File: config.mk
export PLATFORM = sky130hd
export DESIGN_NAME = icache_flat
export DESIGN_NICKNAME = d
export VERILOG_FILES = /design/src/rtl/icache_pkg.sv /design/src/rtl/icache_if.sv /design/src/rtl/icache.sv /design/src/flat_wrapper.sv
export SDC_FILE = /design/constraint.sdc
export NUM_CORES = 1
export LEC_CHECK = 0
export CORE_MARGIN = 5
export CORE_UTILIZATION = 41
export DETAILED_ROUTE_END_ITERATION = 7
export GPL_TIMING_DRIVEN = 0
export PLACE_DENSITY = 0.56
export SKIP_LAST_GASP = 1
export SYNTH_ARGS = -nofsm -noshare
export SYNTH_HDL_FRONTEND = slang
export SYNTH_SLANG_ARGS = --single-unit
File: constraint.sdc
create_clock -name clk -period 19.68 [get_ports clk]
set_input_delay 3.936 -clock clk [delete_from_list [all_inputs] [get_ports clk]]
set_output_delay 3.936 -clock clk [all_outputs]
set_load 0.005 [all_outputs]
File: src/rtl/icache_pkg.sv
// Geometry constants and state type shared by the direct-mapped instruction cache.
package icache_pkg;

  localparam int unsigned ICLN   = 4;
  localparam int unsigned ICLLEN = 128;
  localparam int unsigned ILEN   = 32;
  localparam int unsigned XLEN   = 32;

  localparam int unsigned ICOFF_W = $clog2(ICLLEN / 8);
  localparam int unsigned ICIDX_W = $clog2(ICLN);
  localparam int unsigned ICTAG_W = XLEN - ICIDX_W - ICOFF_W;
  localparam int unsigned ICWORDS = ICLLEN / ILEN;

  // Word-select width within a line and byte-offset width within an instruction.
  localparam int unsigned ICWSEL_W  = $clog2(ICWORDS);
  localparam int unsigned INSTR_B_W = $clog2(ILEN / 8);

  typedef enum logic [1:0] {IDLE, LOOKUP, MISS_REQ, MISS_WAIT} ic_state_t;

endpackage

File: src/rtl/icache_if.sv
// Fetch-side request/response and memory-side refill signals of the instruction cache.
interface icache_if;

  logic                             req_valid;
  logic [icache_pkg::XLEN-1:0]      req_addr;
  logic                             req_ready;
  logic                             resp_valid;
  logic [icache_pkg::ILEN-1:0]      resp_instr;
  logic                             invalidate;
  logic                             mem_req_valid;
  logic [icache_pkg::XLEN-1:0]      mem_req_addr;
  logic                             mem_req_ready;
  logic                             mem_resp_valid;
  logic [icache_pkg::ICLLEN-1:0]    mem_resp_data;

  modport slave (
    input  req_valid, req_addr, invalidate, mem_req_ready, mem_resp_valid, mem_resp_data,
    output req_ready, resp_valid, resp_instr, mem_req_valid, mem_req_addr
  );

  modport master (
    output req_valid, req_addr, invalidate, mem_req_ready, mem_resp_valid, mem_resp_data,
    input  req_ready, resp_valid, resp_instr, mem_req_valid, mem_req_addr
  );

endinterface

File: src/rtl/icache.sv
// Direct-mapped instruction cache: single-cycle hit path, whole-line refill on miss.
module icache
  import icache_pkg::*;
(
  input  logic     clk,
  input  logic     rst,
  icache_if.slave  bus
);

  ic_state_t                state;
  logic [XLEN-1:INSTR_B_W]  pend_addr;
  logic [ICLN-1:0]          valid;
  logic [ICTAG_W-1:0]       tag_q  [ICLN];
  logic [ICLLEN-1:0]        data_q [ICLN];

  logic [ICIDX_W-1:0]       idx;
  logic [ICTAG_W-1:0]       tag;
  logic [ICWSEL_W-1:0]      wsel;
  logic                     hit;
  logic                     refill;

  always_comb begin
    idx    = pend_addr[ICOFF_W +: ICIDX_W];
    tag    = pend_addr[XLEN-1 -: ICTAG_W];
    wsel   = pend_addr[INSTR_B_W +: ICWSEL_W];
    hit    = (state == LOOKUP) && valid[idx] && (tag_q[idx] == tag);
    refill = (state == MISS_WAIT) && bus.mem_resp_valid;
  end

  always_comb begin
    bus.req_ready     = 1'b0;
    bus.resp_valid    = 1'b0;
    bus.resp_instr    = '0;
    bus.mem_req_valid = 1'b0;
    bus.mem_req_addr  = '0;
    if (!rst) begin
      unique case (state)
        IDLE: bus.req_ready = 1'b1;
        LOOKUP: begin
          if (hit) begin
            bus.req_ready  = 1'b1;
            bus.resp_valid = 1'b1;
            bus.resp_instr = data_q[idx][ILEN*wsel +: ILEN];
          end
        end
        MISS_REQ: begin
          bus.mem_req_valid = 1'b1;
          bus.mem_req_addr  = {pend_addr[XLEN-1:ICOFF_W], {ICOFF_W{1'b0}}};
        end
        default: ;
      endcase
    end
  end

  always_ff @(posedge clk) begin
    if (rst) begin
      state <= IDLE;
      valid <= '0;
    end else begin
      unique case (state)
        IDLE: begin
          if (bus.req_valid) begin
            pend_addr <= bus.req_addr[XLEN-1:INSTR_B_W];
            state     <= LOOKUP;
          end
        end
        LOOKUP: begin
          if (hit) begin
            if (bus.req_valid) pend_addr <= bus.req_addr[XLEN-1:INSTR_B_W];
            else               state     <= IDLE;
          end else begin
            state <= MISS_REQ;
          end
        end
        MISS_REQ: begin
          if (bus.mem_req_ready) state <= MISS_WAIT;
        end
        MISS_WAIT: begin
          if (bus.mem_resp_valid) begin
            valid[idx] <= 1'b1;
            state      <= LOOKUP;
          end
        end
        default: state <= IDLE;
      endcase
      // Placed last so a fence.i on the refill edge leaves the line invalid.
      if (bus.invalidate) valid <= '0;
    end
  end

  always_ff @(posedge clk) begin
    if (!rst && refill) begin
      data_q[idx] <= bus.mem_resp_data;
      tag_q[idx]  <= tag;
    end
  end

endmodule

File: src/flat_wrapper.sv
// flat-port wrapper written by rule: the top's interface ports become plain ports
module icache_flat import icache_pkg::*;
  (clk, rst, bus_req_valid, bus_req_addr, bus_invalidate, bus_mem_req_ready, bus_mem_resp_valid, bus_mem_resp_data, bus_req_ready, bus_resp_valid, bus_resp_instr, bus_mem_req_valid, bus_mem_req_addr);
  icache_if bus_i ();
  input  logic clk;
  input  logic rst;
  input wire logic [$bits(bus_i.req_valid)-1:0] bus_req_valid;
  input wire logic [$bits(bus_i.req_addr)-1:0] bus_req_addr;
  input wire logic [$bits(bus_i.invalidate)-1:0] bus_invalidate;
  input wire logic [$bits(bus_i.mem_req_ready)-1:0] bus_mem_req_ready;
  input wire logic [$bits(bus_i.mem_resp_valid)-1:0] bus_mem_resp_valid;
  input wire logic [$bits(bus_i.mem_resp_data)-1:0] bus_mem_resp_data;
  output wire logic [$bits(bus_i.req_ready)-1:0] bus_req_ready;
  output wire logic [$bits(bus_i.resp_valid)-1:0] bus_resp_valid;
  output wire logic [$bits(bus_i.resp_instr)-1:0] bus_resp_instr;
  output wire logic [$bits(bus_i.mem_req_valid)-1:0] bus_mem_req_valid;
  output wire logic [$bits(bus_i.mem_req_addr)-1:0] bus_mem_req_addr;
  assign bus_i.req_valid = bus_req_valid;
  assign bus_i.req_addr = bus_req_addr;
  assign bus_i.invalidate = bus_invalidate;
  assign bus_i.mem_req_ready = bus_mem_req_ready;
  assign bus_i.mem_resp_valid = bus_mem_resp_valid;
  assign bus_i.mem_resp_data = bus_mem_resp_data;
  assign bus_req_ready = bus_i.req_ready;
  assign bus_resp_valid = bus_i.resp_valid;
  assign bus_resp_instr = bus_i.resp_instr;
  assign bus_mem_req_valid = bus_i.mem_req_valid;
  assign bus_mem_req_addr = bus_i.mem_req_addr;
  icache u_core (.clk(clk), .rst(rst), .bus(bus_i));
endmodule
==> impl_summary.txt, run 1 <==
----------------------------------------------------
[STA]
  Crit path time final ... 9878 ps
  Max Clock Freq ... 0.1012 GHz
  Final worst-path cycle share ... 0.5019
  Relative max-transition margin ... 0.2298
  Final-report hold violation count ... 0
  Setup TNS ... 0 ps
  Worst slew pin tran ... 1155 ps
  Worst-case hold slack ... 543.7 ps
  RSZ-0062 raised after global routing ... no
  Max-slew violation count ... 0
  Clock Skew ... ~15 ps
  Setup ws final ... around 9800 ps
  Final setup violation count ... 0

[Logic synthesis]
  Dominant cells by area after synthesis ... sky130_fd_sc_hd__edfxtp_1 77%, sky130_fd_sc_hd__mux4_2 15%, sky130_fd_sc_hd__mux2i_1 1.3%
  Synthesized area divided by synthesized cell count ... approximately 23 sq um
  Fraction of the yosys area taken by sequential cells ... 0.7744
  Synth area leader ... sky130_fd_sc_hd__edfxtp_1
  Top_reg_cell synth ... sky130_fd_sc_hd__edfxtp_1
  Number of instances in the synthesized netlist ... ~1,100
  Most common cell in the netlist ... sky130_fd_sc_hd__edfxtp_1
  Count of state elements after synthesis ... 654
  Total standard cell area after synthesis ... around 0.025 sq mm
  Synthesis warning total ... 0
  Count of distinct cell types in the synthesized netlist ... 47
  Area share of the largest cell type after synthesis ... 0.7681
  Commonest cells post-synth ... 646 x sky130_fd_sc_hd__edfxtp_1, 172 x sky130_fd_sc_hd__mux4_2, 32 x sky130_fd_sc_hd__mux2i_1, 32 x sky130_fd_sc_hd__nor2b_1, 21 x sky130_fd_sc_hd__and2_1
  Post-synth EDFFs ... ~650
  Proportion of register bits with asynchronous set or reset after synthesis ... 0

[Global routing]
  Met1 layer usage reported by global route ... 0.2298
  Vias in the first global route ... 13,390
  Leftover overflow at the end of global routing ... 0
  Maximum number of pins on one net before global-route repair ... 29
  Global-route wire length before repair ... roughly 86,000 um
  Global route hottest layer ... met2
  GR Util All Layers ... 0.1753
  Met2 usage ... 0.3041
  Met3 Usage GRT ... 0.03412
  Initial antenna violation count ... 6

[Floorplan]
  I/O pins ... roughly 230
  Die area ... roughly 0.067 sq mm
  Placeable Area ... approximately 0.061 sq mm
  Number of rows created at floorplan ... 91
  Initial core utilization ... 0.4115
  Height of the chip ... 258.2 um
  Width of the chip ... about 260 um

[Power]
  Peak VDD IR ... roughly 0.000064 V
  Leakage power summed over all cells ... 0.01012 uW
  Post-route total power ... ~3200 uW
  Power density over the cells ... between 100 and 150 mW/mm^2

[Critical path]
  Setup CP Type ... input pin to output port
  Startpoint types ... input pin
  Type of destination of the critical path ... output port
  Largest incremental delay on the critical path ... 520 ps
  Chain of cells forming the critical path ... clkdlybuf4s50_1 -> nor2_1 -> clkbuf_1 -> and2_1 -> clkdlybuf4s50_1
  Worst path arrival time ... slightly below 6000 ps
  CP most frequent cell ... sky130_fd_sc_hd__clkdlybuf4s50_1
  Worst-case register-to-register setup slack ... around 16,000 ps
  Crit path required time ... between 15,000 and 20,000 ps
  Critical-path maximum fanout ... 10
  Slowest cell on the critical path ... sky130_fd_sc_hd__clkdlybuf4s50_1

[Worst hold path]
  Hold/Removal Path Class ... flip-flop to flip-flop

[Flow run]
  Number of maximum-capacitance constraint violations ... 0

[Placed design]
  HPWL Detailed ... between 30,000 and 40,000 um
  # placed instances ... between 2,000 and 2,500
  Port Buffers ... roughly 230
  Global placer's final weighted congestion ... 0.7571
  Post-Place Worst Slack ... 9709 ps

[CTS]
  Clock transition time at the flip-flop clock pins of the worst setup and hold paths ... roughly 60 ps
  Worst-Skew Late Latency ... roughly 590 ps
  Buffer cell driving the clock tree root ... sky130_fd_sc_hd__clkbuf_16
  Post-CTS Hold Buffers ... 0
  CTS HTree Levels ... 3
  Number of sinks handled by clock tree synthesis ... around 650
  CTS tree ... yes
  Quantity of gates resized following cts ... 0
  Post-CTS Repair Setup Buffers ... 0
  Clock buffers created by TritonCTS ... 71
  Worst-case clock buffer depth ... 3

[Status]
  Run status ... completed

[Detailed routing]
  Average vias per placed instance ... ~5.3
  Routed wire length ... 57,940 um
  Antenna Nets Post-Route ... 0
  WL/cell ... around 25 um
  Detailed-router iteration count before antenna repair ... 5
  Iter 0 DRT Violations ... 769
  DRC viols ... 0
  Detailed-route via count ... 12,140

[Cells and area]
  Fraction of final layout cells sized beyond drive strength 1 ... 0.2500
  Number of non-filler instances in the completed layout ... roughly 2,300
  Area grow syn2layout ... 25.00%
  Final net count ... approximately 1,600
  Fill count ... 4,893

----------------------------------------------------
[cell usage in the layout (no fill, tap or decap), types with 8 or more instances in the layout]
cell / netlist / final
sky130_fd_sc_hd__buf_4: 6 / 12
sky130_fd_sc_hd__clkbuf_1: 19 / 36
sky130_fd_sc_hd__nor3_1: 17 / 13
sky130_fd_sc_hd__edfxtp_1: 646 / 646
sky130_fd_sc_hd__mux4_2: 172 / 172
sky130_fd_sc_hd__inv_1: 14 / 14
sky130_fd_sc_hd__clkdlybuf4s50_1: 0 / 226
sky130_fd_sc_hd__xnor2_1: 20 / 20
sky130_fd_sc_hd__clkbuf_16: 0 / 73
sky130_fd_sc_hd__clkinv_1: 1 / 20
sky130_fd_sc_hd__buf_2: 17 / 17
sky130_fd_sc_hd__mux2i_1: 32 / 32
sky130_fd_sc_hd__buf_6: 5 / 66
sky130_fd_sc_hd__dfxtp_1: 8 / 8
sky130_fd_sc_hd__buf_8: 1 / 9
sky130_fd_sc_hd__nor2_1: 8 / 8
sky130_fd_sc_hd__nor2b_1: 32 / 32
sky130_fd_sc_hd__and2_1: 21 / 20
[worst paths after layout]
path | start | end | cells past startpoint
worst max-delay path | rst | bus_mem_req_addr[11] | 5
worst min-delay path | u_core.valid[0]$_SDFFE_PP0P_ | u_core.valid[0]$_SDFFE_PP0P_ | 2
worst max register to register | flip-flop | u_core.pend_addr[8]$_DFFE_PP_ | 9
worst min register to register | u_core.valid[0]$_SDFFE_PP0P_ | u_core.valid[0]$_SDFFE_PP0P_ | 2
[cell families after synthesis]
kind of cell	share of synthesized area
AND/OR/NAND/NOR	0.02185
XOR/XNOR	0.008669
buffers and inverters	0.01392
AO/OA/AOI/OAI	0.009858
multiplexers	0.1692
flip-flops	0.7744
other	0.0001485
adder cells (fa/ha/maj)	0.001982
[per-stage QoR]
stage,instance area (sq um),utilization
after CTS,31570,0.5143
after global placement,28520,0.4647
after floorplan,25270,-
after global routing,31570,0.5143
after detailed placement,29390,0.4789
final,31570,0.5144
[power by group]
part / leakage (uW) / internal (uW) / total, uW / switching (uW)
clock: 0.00106 / 745 / 1250 / 506
sequential: 0.00588 / 1540 / 1550 / 11.5
combinational: 0.00318 / 219 / 410 / 191
total: 0.0101 / 2510 / 3210 / 709
[sequential cells by signal, summed over array words and instances, names as in the netlist, named ones only]
register	count
u_core.pend_addr	30
u_core.tag_q	104
u_core.data_q	512
u_core.state	2
u_core.valid	4
[worst max-delay path, delay by kind of cell]
kind	cells	cell delay, ps
and+or+nand+nor	2	530
buffers and inverters	3	1470
[area by class of cell]
cell class	instances	area (sq um)	share of cell area
Antenna cell	2	5.005	0.0001585
Buffer	54	295.3	0.009353
Clock buffer	91	1904	0.06032
Clock inverter	32	269.0	0.008521
Inverter	15	56.30	0.001783
Multi-Input combinational cell	369	5379	0.1704
Sequential cell	654	19560	0.6195
Tap cell	790	988.4	0.03131
Timing Repair Buffer	301	3114	0.09864
[per-layer routing]
layer / share of wire / vias up / wire length (um)
met5: 0.00083 / - / 48
met4: 0.016 / 8 / 936
met3: 0.048 / 76 / 2790
met2: 0.52 / 279 / 29920
met1: 0.42 / 6409 / 24240
li1: - / 5363 / -
No activity file was read; power rests on OpenSTA's default activity.
==> inputs of run 2 (changes only) <==
==> constraint.sdc (replaced) <==
create_clock -name clk -period 9.4 [get_ports clk]
set_input_delay 1.88 -clock clk [delete_from_list [all_inputs] [get_ports clk]]
set_output_delay 1.88 -clock clk [all_outputs]
set_load 0.005 [all_outputs]
==> results of run 2 <==
Same layout as run 1 (identical final DEF). Status: completed.
Main changes from that run: setup slack after placement 9709 ps -> 3216 ps; setup slack after layout 9802 ps -> 2784 ps; end point of the critical path bus_mem_req_addr[11] -> bus_resp_instr[0]; register-to-register setup slack 15740 ps -> 5460 ps; total power 3214 uW -> 6729 uW; worst IR drop on VDD 0.00006438 V -> 0.0001348 V
==> RTL change 1 (flow settings as in run 1) <==
Set the package constant `ILEN` to 64 (it was 32).
--- a/src/rtl/icache_pkg.sv
+++ b/src/rtl/icache_pkg.sv
@@ -3,7 +3,7 @@
 
   localparam int unsigned ICLN   = 4;
   localparam int unsigned ICLLEN = 128;
-  localparam int unsigned ILEN   = 32;
+  localparam int unsigned ILEN   = 64;
   localparam int unsigned XLEN   = 32;
 
   localparam int unsigned ICOFF_W = $clog2(ICLLEN / 8);
Interface: changed (resized bus_resp_instr); port bits go from 233 to 265. No check against the original RTL was run, so the function may have changed too.
==> RTL change 1 against run 1 <==
- design area up 0.44%
- first-iteration DRC count increased by 8.5%
- die area fell by 0.60%
- maximum frequency fell by 4.1%
- setup slack worse by 420 ps
- area after synthesis decreased by 0.63%
- sequential share of layout area fell by 0.36 points
- cell count grew 2.1%
- sequential cell count decreased by 1
- wire length down 3.9%
- power is 3.8% lower
- critical endpoint is now bus_mem_req_addr[16]
==> RTL change 1: results (changes against run 1) <==
- The number of iterations in the first detailed-routing pass is 4 (-1).
- The worst slack at placement is 9250 ps (-455 ps).
- The delay of the slowest critical-path stage is 540 ps (+20 ps).
- The average via count per standard cell is 5.15 (-2.0%).
- The average instance area after synthesis came to 22.2 um^2 (-4.3%).
- The share of cells above drive strength 1 is 0.213 (-0.0372).
- The via count of the first global-routing pass was 13,100 (-2.4%).
- The max-slew headroom at the worst pin is 0.276 (+0.0465).
- The clock tree skew after final layout is 15.3 ps (+0.675 ps).
- The flow ran to the end, and the final reports show no timing, DRC or antenna violations.
- The total non-filler cell area in the finished layout came to 31,700 um^2 (+0.44%).
- The initial antenna violation count was 7 (+1).
- The final-layout worst hold slack is 507 ps (-36.4 ps).
- The count of filler cells inserted in the layout came to 4,781 (-2.3%).
- The routability congestion estimate was 0.680 (-10%).
- The path with the worst hold slack has its endpoint at u_core.valid[1]$_SDFFE_PP0P_.
- The post-detailed-placement cell area is 29,500 um^2 (+0.46%).
- The highest ir drop seen on vdd is 0.0634 mV (-1.5%).
- The worst register-to-register path ends at u_core.pend_addr[21]$_DFFE_PP_.
- The number of placed cells counting well taps is 2,240 (+2.6%).
- The sequential element share of the synthesized area came to 0.778 (+0.00371).
- The final cell count without fillers is 2,357 (+2.1%).
- The layout net count came to 1,700 (+3.9%).
- The total met3 wirelength after detailed routing is 2.94 mm (+5.3%).
- The number of enable-type register cells in the synthesized netlist is 645 (-0.15%).
-- RTL change 1: changes by cell type in the layout (fill, tap and decap cells not counted), sizes merged, moves of 5 or more --
| cell | before | now |
|---|---|---|
| inv | 15 | 10 |
| mux2i | 32 | 78 |
| buf | 110 | 96 |
| and2 | 21 | 29 |
| clkdlybuf4s50 | 226 | 257 |
| mux4 | 172 | 149 |
| nor3 | 17 | 9 |
| nor2 | 8 | 71 |
| nor2b | 32 | 1 |
| clkbuf | 110 | 115 |
-- RTL change 1: layout make-up --
cell class | instances | share of cell area
Sequential cell | 653 | 0.616
Multi-Input combinational cell | 412 | 0.167
Timing Repair Buffer | 324 | 0.107
Clock buffer | 85 | 0.0593
Tap cell | 782 | 0.0309
Buffer | 59 | 0.00939
Clock inverter | 31 | 0.00927
Inverter | 10 | 0.00118
Antenna cell | 1 | 0.0000789
-- RTL change 1: how the worst max path moves through the flow --
| stage | from | cells past startpoint | endpoint | slack [ps] |
|---|---|---|---|---|
| floorplan | bus_mem_resp_valid | 2 | u_core.data_q[3][0]$_DFFE_PP_ | 4210 |
| global placement | rst | 3 | u_core.data_q[3][100]$_DFFE_PP_ | -6440 |
| detailed placement | rst | 6 | bus_mem_req_addr[19] | 9250 |
| CTS | rst | 6 | bus_mem_req_addr[19] | 9250 |
| global route | rst | 6 | bus_mem_req_addr[21] | 9160 |
| finish | rst | 6 | bus_mem_req_addr[16] | 9380 |
-- RTL change 1: where the power goes --
| part | internal (uW) | switching (uW) |
|---|---|---|
| combinational | 154 | 137 |
| clock | 753 | 507 |
| sequential | 1540 | 6.64 |
-- RTL change 1: tightest hold or removal path, cell delays in order (launching register included) --
cell and delay [ps]:
sky130_fd_sc_hd__dfxtp_1 320, sky130_fd_sc_hd__nor2_1 100, sky130_fd_sc_hd__nor3_1 50
==> RTL change 2 (config.mk and constraints of run 1) <==
Without the edit above. The 4 states of `ic_state_t` get a one-hot encoding in 4 bits.
--- a/src/rtl/icache_pkg.sv
+++ b/src/rtl/icache_pkg.sv
@@ -15,7 +15,7 @@
   localparam int unsigned ICWSEL_W  = $clog2(ICWORDS);
   localparam int unsigned INSTR_B_W = $clog2(ILEN / 8);
 
-  typedef enum logic [1:0] {IDLE, LOOKUP, MISS_REQ, MISS_WAIT} ic_state_t;
+  typedef enum logic [3:0] {IDLE = 4'b0001, LOOKUP = 4'b0010, MISS_REQ = 4'b0100, MISS_WAIT = 4'b1000} ic_state_t;
 
 endpackage
 
Check against the original RTL: no difference found for any inputs over 4 cycles, from zero or initial values and one cycle with rst high; so few cycles prove little.
==> RTL change 2 against run 1 <==
- design area increased by 0.68%
- synthesized cell count shrank 0.37%
- setup slack got worse by 1200 ps
- first-iteration DRC count decreased by 0.52%
- sequential power about the same
- wire length increased by 1.6%
- sequential cell count up 2
- register-to-register slack worse by 60 ps
- area after synthesis increased by 0.58%
- clock skew is 0.60 ps lower
- global-route usage up 0.095 points
- worst hold slack better by 0.86 ps
- power fell by 4.1%
==> RTL change 2: results (changes against run 1) <==
- The flow ran to the end, and the final reports show no timing, DRC or antenna violations.
- The worst setup path endpoint is bus_mem_req_addr[24].
- The routability congestion estimate was 0.743 (-1.9%).
- The met2 routed wirelength is 30.2 mm (+0.85%).
- Among all stages on the critical path, the largest delay is contributed by sky130_fd_sc_hd__nor3_1.
- The transition at the pin with the smallest max-transition slack is 1270 ps (+118 ps).
- The flip-flop and latch share of the layout cell area came to 0.617 (-0.00291).
- The sequential element share of the synthesized area was 0.772 (-0.00289).
- The number of clock buffers in the layout is 88 (-3.3%).
- The mux cell area share after synthesis came to 0.171 (+0.00154).
- The layout net count was 1,667 (+1.9%).
- The leakage power is 0.0103 uW (+1.5%).
- The met3 layer usage reported by global route came to 0.0376 (+0.00352).
- The met2 track demand over resource is 0.297 (-0.00672).
- The share of the synthesized area in compound gates (AO/OA/AOI/OAI) is 0.00985 (about the same).
- The delay of the slowest critical-path stage is 930 ps (+410 ps).
- The post-detailed-placement cell area is 29,600 um^2 (+0.76%).
- The final-layout worst hold slack is 545 ps (+0.864 ps).
- The worst path arrival time is 7110 ps (+1170 ps).
- The global routing met1 resource utilization is 0.235 (+0.00478).
- The switching fraction of total power is 0.215 (-0.00535).
- The number of iterations in the first detailed-routing pass came to 4 (-1).
- The clock tree skew after final layout is 14.0 ps (-0.600 ps).
- The average via count per standard cell is 5.25 (about the same).
- The iteration-0 DRC count of the detailed router is 765 (-0.52%).
- The share of synthesized cell area in full adder, half adder and majority cells is 0 (-0.00198).
- The reg-to-reg critical path endpoint is u_core.pend_addr[3]$_DFFE_PP_.
- The synthesized netlist cell count was 1,085 (-0.37%).
## RTL change 2: cell count changes in the layout (fill, tap and decap cells not counted), moves of 6 or more
| cell | run 1 | this run |
|---|---|---|
| sky130_fd_sc_hd__buf_6 | 66 | 22 |
| sky130_fd_sc_hd__clkinv_1 | 20 | 13 |
| sky130_fd_sc_hd__clkinv_2 | 6 | 16 |
| sky130_fd_sc_hd__buf_4 | 12 | 101 |
| sky130_fd_sc_hd__buf_8 | 9 | 0 |
| sky130_fd_sc_hd__nor3_1 | 13 | 6 |
| sky130_fd_sc_hd__nor2b_1 | 32 | 7 |
| sky130_fd_sc_hd__mux2i_1 | 32 | 17 |
| sky130_fd_sc_hd__nor2b_2 | 0 | 29 |
| sky130_fd_sc_hd__inv_1 | 14 | 8 |
| sky130_fd_sc_hd__nor4_1 | 0 | 7 |
| sky130_fd_sc_hd__mux4_2 | 172 | 183 |
## RTL change 2: worst max-delay path: cells and delay by family
kind	cells	cell delay [ps]
buffers and inverters	4	1680
AND/OR/NAND/NOR	3	1490
